### config.mk
export PLATFORM = sky130hd
export DESIGN_NAME = multicycle_controller_flat
export DESIGN_NICKNAME = d
export VERILOG_FILES = /design/src/rtl/multicycle_controller_if.sv /design/src/rtl/multicycle_controller.sv /design/src/flat_wrapper.sv
export SDC_FILE = /design/constraint.sdc
export NUM_CORES = 1
export LEC_CHECK = 0
export CAP_MARGIN = 20
export CORE_MARGIN = 1
export CORE_UTILIZATION = 30
export CTS_CLUSTER_SIZE = 30
export DETAILED_ROUTE_END_ITERATION = 6
export GPL_TIMING_DRIVEN = 0
export HOLD_SLACK_MARGIN = 0.02
export PLACE_DENSITY = 0.52
export SETUP_SLACK_MARGIN = 0.05
export SLEW_MARGIN = 20
export SYNTH_ARGS = -nofsm -noshare
export SYNTH_HDL_FRONTEND = slang
export SYNTH_SLANG_ARGS = --single-unit
### constraint.sdc
create_clock -name clk -period 5.41 [get_ports clk]
set_input_delay 1.082 -clock clk [delete_from_list [all_inputs] [get_ports clk]]
set_output_delay 1.082 -clock clk [all_outputs]
set_load 0.01 [all_outputs]
### src/rtl/multicycle_controller_if.sv
// Bundle between the multicycle controller and its datapath.
// The datapath (master) drives the instruction fields and the ALU zero flag;
// the controller (slave) returns every control select, enable and status.
interface multicycle_controller_if;

    // Instruction fields and datapath status
    logic [6:0]  op;
    logic [2:0]  funct3;
    logic        funct7b5;
    logic        Zero;

    // Control outputs
    logic        PCSrc;
    logic        AdrSrc;
    logic        IRWrite;
    logic        RegWrite;
    logic        MemWrite;
    logic [1:0]  ResultSrc;
    logic [1:0]  ALUSrcA1;
    logic [1:0]  ALUSrcB1;
    logic [1:0]  ImmSrc;
    logic [3:0]  ALUControl;

    // Status / debug
    logic [3:0]  state_o;
    logic [31:0] instr_count;
    logic        illegal;

    // Datapath side
    modport master (
        output op, funct3, funct7b5, Zero,
        input  PCSrc, AdrSrc, IRWrite, RegWrite, MemWrite,
        input  ResultSrc, ALUSrcA1, ALUSrcB1, ImmSrc, ALUControl,
        input  state_o, instr_count, illegal
    );

    // Controller side
    modport slave (
        input  op, funct3, funct7b5, Zero,
        output PCSrc, AdrSrc, IRWrite, RegWrite, MemWrite,
        output ResultSrc, ALUSrcA1, ALUSrcB1, ImmSrc, ALUControl,
        output state_o, instr_count, illegal
    );

endinterface

### src/rtl/multicycle_controller.sv
// Multicycle RISC-V control unit: a Moore main FSM, an ALU decoder and an
// immediate-format decoder. PCSrc is the only Mealy output (it folds in Zero
// for taken branches). Also keeps a retired-instruction counter and a sticky
// illegal-opcode flag. All write enables are combinationally gated by reset so
// an asserted reset silences the datapath immediately.
module multicycle_controller (
    input  logic                    clk,
    input  logic                    reset,   // asynchronous, active low
    multicycle_controller_if.slave  bus
);

    // Opcodes understood by the decoder
    localparam logic [6:0] OP_LW   = 7'b0000011;
    localparam logic [6:0] OP_SW   = 7'b0100011;
    localparam logic [6:0] OP_R    = 7'b0110011;
    localparam logic [6:0] OP_I    = 7'b0010011;
    localparam logic [6:0] OP_BEQ  = 7'b1100011;
    localparam logic [6:0] OP_JAL  = 7'b1101111;

    // ALU operation codes
    localparam logic [3:0] ALU_ADD = 4'b0000;
    localparam logic [3:0] ALU_SUB = 4'b0001;
    localparam logic [3:0] ALU_AND = 4'b0010;
    localparam logic [3:0] ALU_OR  = 4'b0011;
    localparam logic [3:0] ALU_XOR = 4'b0100;
    localparam logic [3:0] ALU_SLT = 4'b0101;
    localparam logic [3:0] ALU_SLL = 4'b0110;
    localparam logic [3:0] ALU_SRL = 4'b0111;

    // What the main FSM asks of the ALU decoder
    typedef enum logic [1:0] {
        ALUOP_ADD   = 2'b00,
        ALUOP_SUB   = 2'b01,
        ALUOP_FUNCT = 2'b10,
        ALUOP_NONE  = 2'b11
    } aluop_t;

    typedef enum logic [3:0] {
        FETCH    = 4'd0,
        DECODE   = 4'd1,
        MEMADR   = 4'd2,
        MEMREAD  = 4'd3,
        MEMWB    = 4'd4,
        MEMWRITE = 4'd5,
        EXECUTER = 4'd6,
        EXECUTEI = 4'd7,
        ALUWB    = 4'd8,
        BEQ      = 4'd9,
        JAL      = 4'd10
    } state_t;

    state_t      state_q, state_d;
    logic [31:0] count_q, count_d;
    logic        illegal_q, illegal_d;

    // Raw (ungated) per-state controls
    logic        pc_write;
    logic        branch;
    logic        adr_src;
    logic        ir_write;
    logic        reg_write;
    logic        mem_write;
    logic [1:0]  result_src;
    logic [1:0]  src_a;
    logic [1:0]  src_b;
    logic        named_state;
    aluop_t      alu_op;
    logic [3:0]  alu_ctrl;
    logic [1:0]  imm_src;
    logic        op_legal;
    logic        retire;

    // Opcode legality check used by DECODE
    always_comb begin
        op_legal = 1'b0;
        case (bus.op)
            OP_LW, OP_SW, OP_R, OP_I, OP_BEQ, OP_JAL: op_legal = 1'b1;
            default:                                  op_legal = 1'b0;
        endcase
    end

    // State, retired count and illegal flag registers
    always_ff @(posedge clk or negedge reset) begin
        if (!reset) begin
            state_q   <= FETCH;
            count_q   <= 32'd0;
            illegal_q <= 1'b0;
        end else begin
            state_q   <= state_d;
            count_q   <= count_d;
            illegal_q <= illegal_d;
        end
    end

    // Next state and Moore control outputs for the current state
    always_comb begin
        state_d     = FETCH;
        pc_write    = 1'b0;
        branch      = 1'b0;
        adr_src     = 1'b0;
        ir_write    = 1'b0;
        reg_write   = 1'b0;
        mem_write   = 1'b0;
        result_src  = 2'b00;
        src_a       = 2'b00;
        src_b       = 2'b00;
        alu_op      = ALUOP_NONE;
        named_state = 1'b1;
        case (state_q)
            FETCH: begin
                adr_src    = 1'b0;
                ir_write   = 1'b1;
                src_a      = 2'b00;
                src_b      = 2'b10;
                alu_op     = ALUOP_ADD;
                result_src = 2'b10;
                pc_write   = 1'b1;
                state_d    = DECODE;
            end
            DECODE: begin
                // Precompute the branch target from the old PC
                src_a  = 2'b01;
                src_b  = 2'b01;
                alu_op = ALUOP_ADD;
                case (bus.op)
                    OP_LW, OP_SW: state_d = MEMADR;
                    OP_R:         state_d = EXECUTER;
                    OP_I:         state_d = EXECUTEI;
                    OP_BEQ:       state_d = BEQ;
                    OP_JAL:       state_d = JAL;
                    default:      state_d = FETCH;
                endcase
            end
            MEMADR: begin
                src_a   = 2'b10;
                src_b   = 2'b01;
                alu_op  = ALUOP_ADD;
                state_d = (bus.op == OP_LW) ? MEMREAD : MEMWRITE;
            end
            MEMREAD: begin
                result_src = 2'b00;
                adr_src    = 1'b1;
                state_d    = MEMWB;
            end
            MEMWB: begin
                result_src = 2'b01;
                reg_write  = 1'b1;
                state_d    = FETCH;
            end
            MEMWRITE: begin
                result_src = 2'b00;
                adr_src    = 1'b1;
                mem_write  = 1'b1;
                state_d    = FETCH;
            end
            EXECUTER: begin
                src_a   = 2'b10;
                src_b   = 2'b00;
                alu_op  = ALUOP_FUNCT;
                state_d = ALUWB;
            end
            EXECUTEI: begin
                src_a   = 2'b10;
                src_b   = 2'b01;
                alu_op  = ALUOP_FUNCT;
                state_d = ALUWB;
            end
            ALUWB: begin
                result_src = 2'b00;
                reg_write  = 1'b1;
                state_d    = FETCH;
            end
            BEQ: begin
                src_a      = 2'b10;
                src_b      = 2'b00;
                alu_op     = ALUOP_SUB;
                result_src = 2'b00;
                branch     = 1'b1;
                state_d    = FETCH;
            end
            JAL: begin
                // Link value old PC + 4; PC takes the target computed in DECODE
                src_a      = 2'b01;
                src_b      = 2'b10;
                alu_op     = ALUOP_ADD;
                result_src = 2'b00;
                pc_write   = 1'b1;
                state_d    = ALUWB;
            end
            default: begin
                // Unused encodings recover to FETCH with everything quiet
                named_state = 1'b0;
                state_d     = FETCH;
            end
        endcase
    end

    // ALU decoder: fixed add/sub, or an operation chosen by funct3/funct7
    always_comb begin
        alu_ctrl = ALU_ADD;
        case (alu_op)
            ALUOP_ADD: alu_ctrl = ALU_ADD;
            ALUOP_SUB: alu_ctrl = ALU_SUB;
            ALUOP_FUNCT: begin
                case (bus.funct3)
                    3'b000:  alu_ctrl = (bus.op[5] && bus.funct7b5) ? ALU_SUB : ALU_ADD;
                    3'b001:  alu_ctrl = ALU_SLL;
                    3'b010:  alu_ctrl = ALU_SLT;
                    3'b011:  alu_ctrl = ALU_ADD;
                    3'b100:  alu_ctrl = ALU_XOR;
                    3'b101:  alu_ctrl = ALU_SRL;
                    3'b110:  alu_ctrl = ALU_OR;
                    default: alu_ctrl = ALU_AND;
                endcase
            end
            default:   alu_ctrl = ALU_ADD;
        endcase
    end

    // Immediate format from the opcode alone
    always_comb begin
        imm_src = 2'b00;
        case (bus.op)
            OP_SW:   imm_src = 2'b01;
            OP_BEQ:  imm_src = 2'b10;
            OP_JAL:  imm_src = 2'b11;
            default: imm_src = 2'b00;
        endcase
    end

    // Retirement happens on the edge leaving a final state of a legal instruction
    always_comb begin
        retire    = (state_q == MEMWB) || (state_q == MEMWRITE) ||
                    (state_q == ALUWB) || (state_q == BEQ);
        count_d   = retire ? count_q + 32'd1 : count_q;
        illegal_d = illegal_q || ((state_q == DECODE) && !op_legal);
    end

    // Enables are gated by reset so an asserted reset aborts writes at once
    assign bus.PCSrc      = reset & (pc_write | (branch & bus.Zero));
    assign bus.IRWrite    = reset & ir_write;
    assign bus.RegWrite   = reset & reg_write;
    assign bus.MemWrite   = reset & mem_write;
    assign bus.AdrSrc     = adr_src;
    assign bus.ResultSrc  = result_src;
    assign bus.ALUSrcA1   = src_a;
    assign bus.ALUSrcB1   = src_b;
    assign bus.ImmSrc     = named_state ? imm_src : 2'b00;
    assign bus.ALUControl = alu_ctrl;
    assign bus.state_o    = state_q;
    assign bus.instr_count = count_q;
    assign bus.illegal    = illegal_q;

endmodule

### src/flat_wrapper.sv
// flat-port wrapper written by rule: the top's interface ports become plain ports
module multicycle_controller_flat 
  (clk, reset, bus_op, bus_funct3, bus_funct7b5, bus_Zero, bus_PCSrc, bus_AdrSrc, bus_IRWrite, bus_RegWrite, bus_MemWrite, bus_ResultSrc, bus_ALUSrcA1, bus_ALUSrcB1, bus_ImmSrc, bus_ALUControl, bus_state_o, bus_instr_count, bus_illegal);
  multicycle_controller_if bus_i ();
  input  logic clk;
  input  logic reset;
  input wire logic [$bits(bus_i.op)-1:0] bus_op;
  input wire logic [$bits(bus_i.funct3)-1:0] bus_funct3;
  input wire logic [$bits(bus_i.funct7b5)-1:0] bus_funct7b5;
  input wire logic [$bits(bus_i.Zero)-1:0] bus_Zero;
  output wire logic [$bits(bus_i.PCSrc)-1:0] bus_PCSrc;
  output wire logic [$bits(bus_i.AdrSrc)-1:0] bus_AdrSrc;
  output wire logic [$bits(bus_i.IRWrite)-1:0] bus_IRWrite;
  output wire logic [$bits(bus_i.RegWrite)-1:0] bus_RegWrite;
  output wire logic [$bits(bus_i.MemWrite)-1:0] bus_MemWrite;
  output wire logic [$bits(bus_i.ResultSrc)-1:0] bus_ResultSrc;
  output wire logic [$bits(bus_i.ALUSrcA1)-1:0] bus_ALUSrcA1;
  output wire logic [$bits(bus_i.ALUSrcB1)-1:0] bus_ALUSrcB1;
  output wire logic [$bits(bus_i.ImmSrc)-1:0] bus_ImmSrc;
  output wire logic [$bits(bus_i.ALUControl)-1:0] bus_ALUControl;
  output wire logic [$bits(bus_i.state_o)-1:0] bus_state_o;
  output wire logic [$bits(bus_i.instr_count)-1:0] bus_instr_count;
  output wire logic [$bits(bus_i.illegal)-1:0] bus_illegal;
  assign bus_i.op = bus_op;
  assign bus_i.funct3 = bus_funct3;
  assign bus_i.funct7b5 = bus_funct7b5;
  assign bus_i.Zero = bus_Zero;
  assign bus_PCSrc = bus_i.PCSrc;
  assign bus_AdrSrc = bus_i.AdrSrc;
  assign bus_IRWrite = bus_i.IRWrite;
  assign bus_RegWrite = bus_i.RegWrite;
  assign bus_MemWrite = bus_i.MemWrite;
  assign bus_ResultSrc = bus_i.ResultSrc;
  assign bus_ALUSrcA1 = bus_i.ALUSrcA1;
  assign bus_ALUSrcB1 = bus_i.ALUSrcB1;
  assign bus_ImmSrc = bus_i.ImmSrc;
  assign bus_ALUControl = bus_i.ALUControl;
  assign bus_state_o = bus_i.state_o;
  assign bus_instr_count = bus_i.instr_count;
  assign bus_illegal = bus_i.illegal;
  multicycle_controller u_core (.clk(clk), .reset(reset), .bus(bus_i));
endmodule
==> reports/metrics.cfg <==
[outcome]
outcome=finished clean

[synthesis]
seq_area_frac_synth_pct=43.63
synth.distinct_cells=42
synth_top_area_share_pct=43.63
mappedNetlistNets=240
netlist_area_sq_um=2122
synth_ff_type=dfrtp_1
ys_seq_elements=37
synth-edff-count=0
yosysWarnings=0
syn_inst=223
yosysTopAreaCell=dfrtp_1
synth.area.top_cells=dfrtp_1, xor2_1, xnor2_1, nand4_1, nor2_1
async_flop_share_pct=100.0
avgSynthCellArea_sq_um=9.516

[die]
core.rowCount=30
die_x_microns=86.11
ios=68
initial_core_util_pct=31.06
coreArea_sq_um=6832
chipHeight_microns=86.11
die_area_sq_um=7414

[placement]
finalWeightedCongestion=0.7851
post-dp-hpwl_microns=3955
place_area_sq_um=2925
io_buffers=66

[clock_tree]
postCtsHoldBufs=0
ctsResizeCount=0
cts_tree=done
cts_root_buffer=clkbuf_8
clkSinkCount=37
htreeDepth=2
post_cts_buffers=0
worstSkewPairLatency_ns=0.28
clk_path_buf_depth=2
cts_buffers=5
clkTransAtPathRegs_ns=0.07

[final_layout]
final_cell_area_sq_um=3012
fillers=697
mostFrequentLayoutCell=clkdlybuf4s50_1
multiInputGateArea_sq_um=1134
fin_nets=314
final_cell_mix=clkdlybuf4s50_1, dfrtp_1, xor2_1
area_growth_pct=41.92
fin_util_pct=44.08
antenna_cells=0
drive_above_1_share_pct=6.734
final-seq-area_sq_um=925.9

[min_path]
hp-start=u_core.bus.instr_count[31]$_DFFE_PN0P_
hold_depth=1
hold_class=reg -> reg
hold_end=u_core.bus.instr_count[31]$_DFFE_PN0P_

[sta]
worstMarginPinSlew_ns=0.9673
slew_violations=0
skew_ns=0.003958
timing.slew.headroom_pct=34.92
final.min_clock_period_ns=3.824
rsz0062_at_grt=no
whs_ns=0.4636
hold_viol=0
max_freq_ghz=0.2615
finalCritPeriodShare_pct=70.68
setup_viol=0
tns_ns=0

[critical_path]
rr_startpoint=u_core.bus.instr_count[1]$_DFFE_PN0P_
reg2reg_setup_slack_ns=3.18
arrival_ns=2.74
start_kind=input port
r2r-end=u_core.bus.instr_count[20]$_DFFE_PN0P_
setup.worst_path.end_class=primary output
worstPathMaxFanout=5
crit_type=in -> out
ff2ff_path_depth=5
cp_data_required_time_ns=4.33

[global_routing]
grt_first_pass_wirelength_microns=8749
grt_pass1_vias=1788
track_usage_pct=15.01
grt_max_degree=25
antenna_found_initial=0
overflow=0

[route]
drc=0
wire_per_inst_microns=13.26
drt_first_pass_iters=4
drtIter0Drc=98
wirelength_microns=5210
viasPerCell=4.804
ant_nets=0
num_vias=1888

[job]
cap_viol_max_count=0

[power]
leakage_nw=1.246
power_density_nw_per_um2=238.2
ir_drop_mv=0.1408

-- state kept, by name, indices dropped and copies added (netlist names) --
register	cells
u_core.bus.illegal	1
u_core.bus.instr_count	32
u_core.bus.state_o	4
-- per-stage QoR --
stage | std cells | setup slack, ns | power [mW]
4_1_cts | 393 | 1.577 | 0.7281
6_report | 393 | 1.586 | 0.7173
2_1_floorplan | 223 | 2.515 | 0.4126
5_1_grt | 393 | 1.491 | 0.7576
3_3_place_gp | 385 | 0.5136 | 0.5278
3_5_place_dp | 386 | 1.580 | 0.5301
-- critical path: stages --
cell and delay [ns]:
clkdlybuf4s50_1 0.57, nand3b_1 0.13, a21oi_1 0.16, o21ai_0 0.09, a21oi_1 0.15, clkdlybuf4s50_1 0.56
-- Yosys cell counts, types with 2 or more instances --
cell type	number
nand3_1	10
o21ai_0	5
nor3_2	5
dfrtp_1	37
ha_1	3
xor2_1	18
a21oi_1	9
or4_1	3
nor2b_1	5
nor3b_1	2
clkbuf_1	5
nor2_1	17
nand4_1	15
inv_1	6
and4_1	3
and2_1	2
nor4_1	6
nor3_1	11
nand4b_1	2
and3_1	4
xnor2_1	16
nand2b_1	2
nand2_1	16
or3_1	2
buf_2	2
-- cells by family (layout without fill, tap and decap cells) --
| family | count (synthesis) | after routing | synth area share [%] |
|---|---|---|---|
| multiplexers | 2 | 2 | 1.002 |
| AND/OR/NAND/NOR | 112 | 112 | 31.25 |
| flip-flops | 37 | 37 | 43.63 |
| buffers and inverters | 15 | 89 | 2.948 |
| XOR/XNOR | 34 | 34 | 14.03 |
| other | 1 | 1 | 0.1767 |
| adder cells (fa/ha/maj) | 3 | 3 | 1.769 |
| AO/OA/AOI/OAI | 19 | 19 | 5.189 |
-- per-layer routing --
metal  GRT usage [%]  share of wire (%)  vias to the layer above
met5               0                  0                        -
met4           3.636               0.79                        0
met3           3.176                3.2                        5
met2           23.88                 46                       33
met1           20.79                 50                      906
li1                -                  -                      944
-- report_power, final --
part	total, mW	switching [mW]	internal, mW
registers	0.314	0.0227	0.292
clock network	0.194	0.0933	0.101
logic	0.209	0.0995	0.109
total	0.717	0.216	0.502
-- worst max-delay path by stage --
stage	startpoint	to
after floorplan	bus_op[3]	bus_ImmSrc[0]
after global placement	reset	bus_RegWrite
after detailed placement	bus_op[5]	bus_ImmSrc[1]
after CTS	bus_op[5]	bus_ALUControl[0]
after global routing	bus_funct3[2]	bus_ALUControl[0]
final	bus_op[5]	bus_ALUControl[0]
-- layout make-up --
class,count,share of cell area [%]
clock buffers,7,2.867
flip-flops and latches,37,30.74
repair buffers,67,22.68
inverters,6,0.7478
multi-input cells,171,37.64
plain buffers,9,1.329
well taps,96,3.988
(Power assumes the default switching activity.)
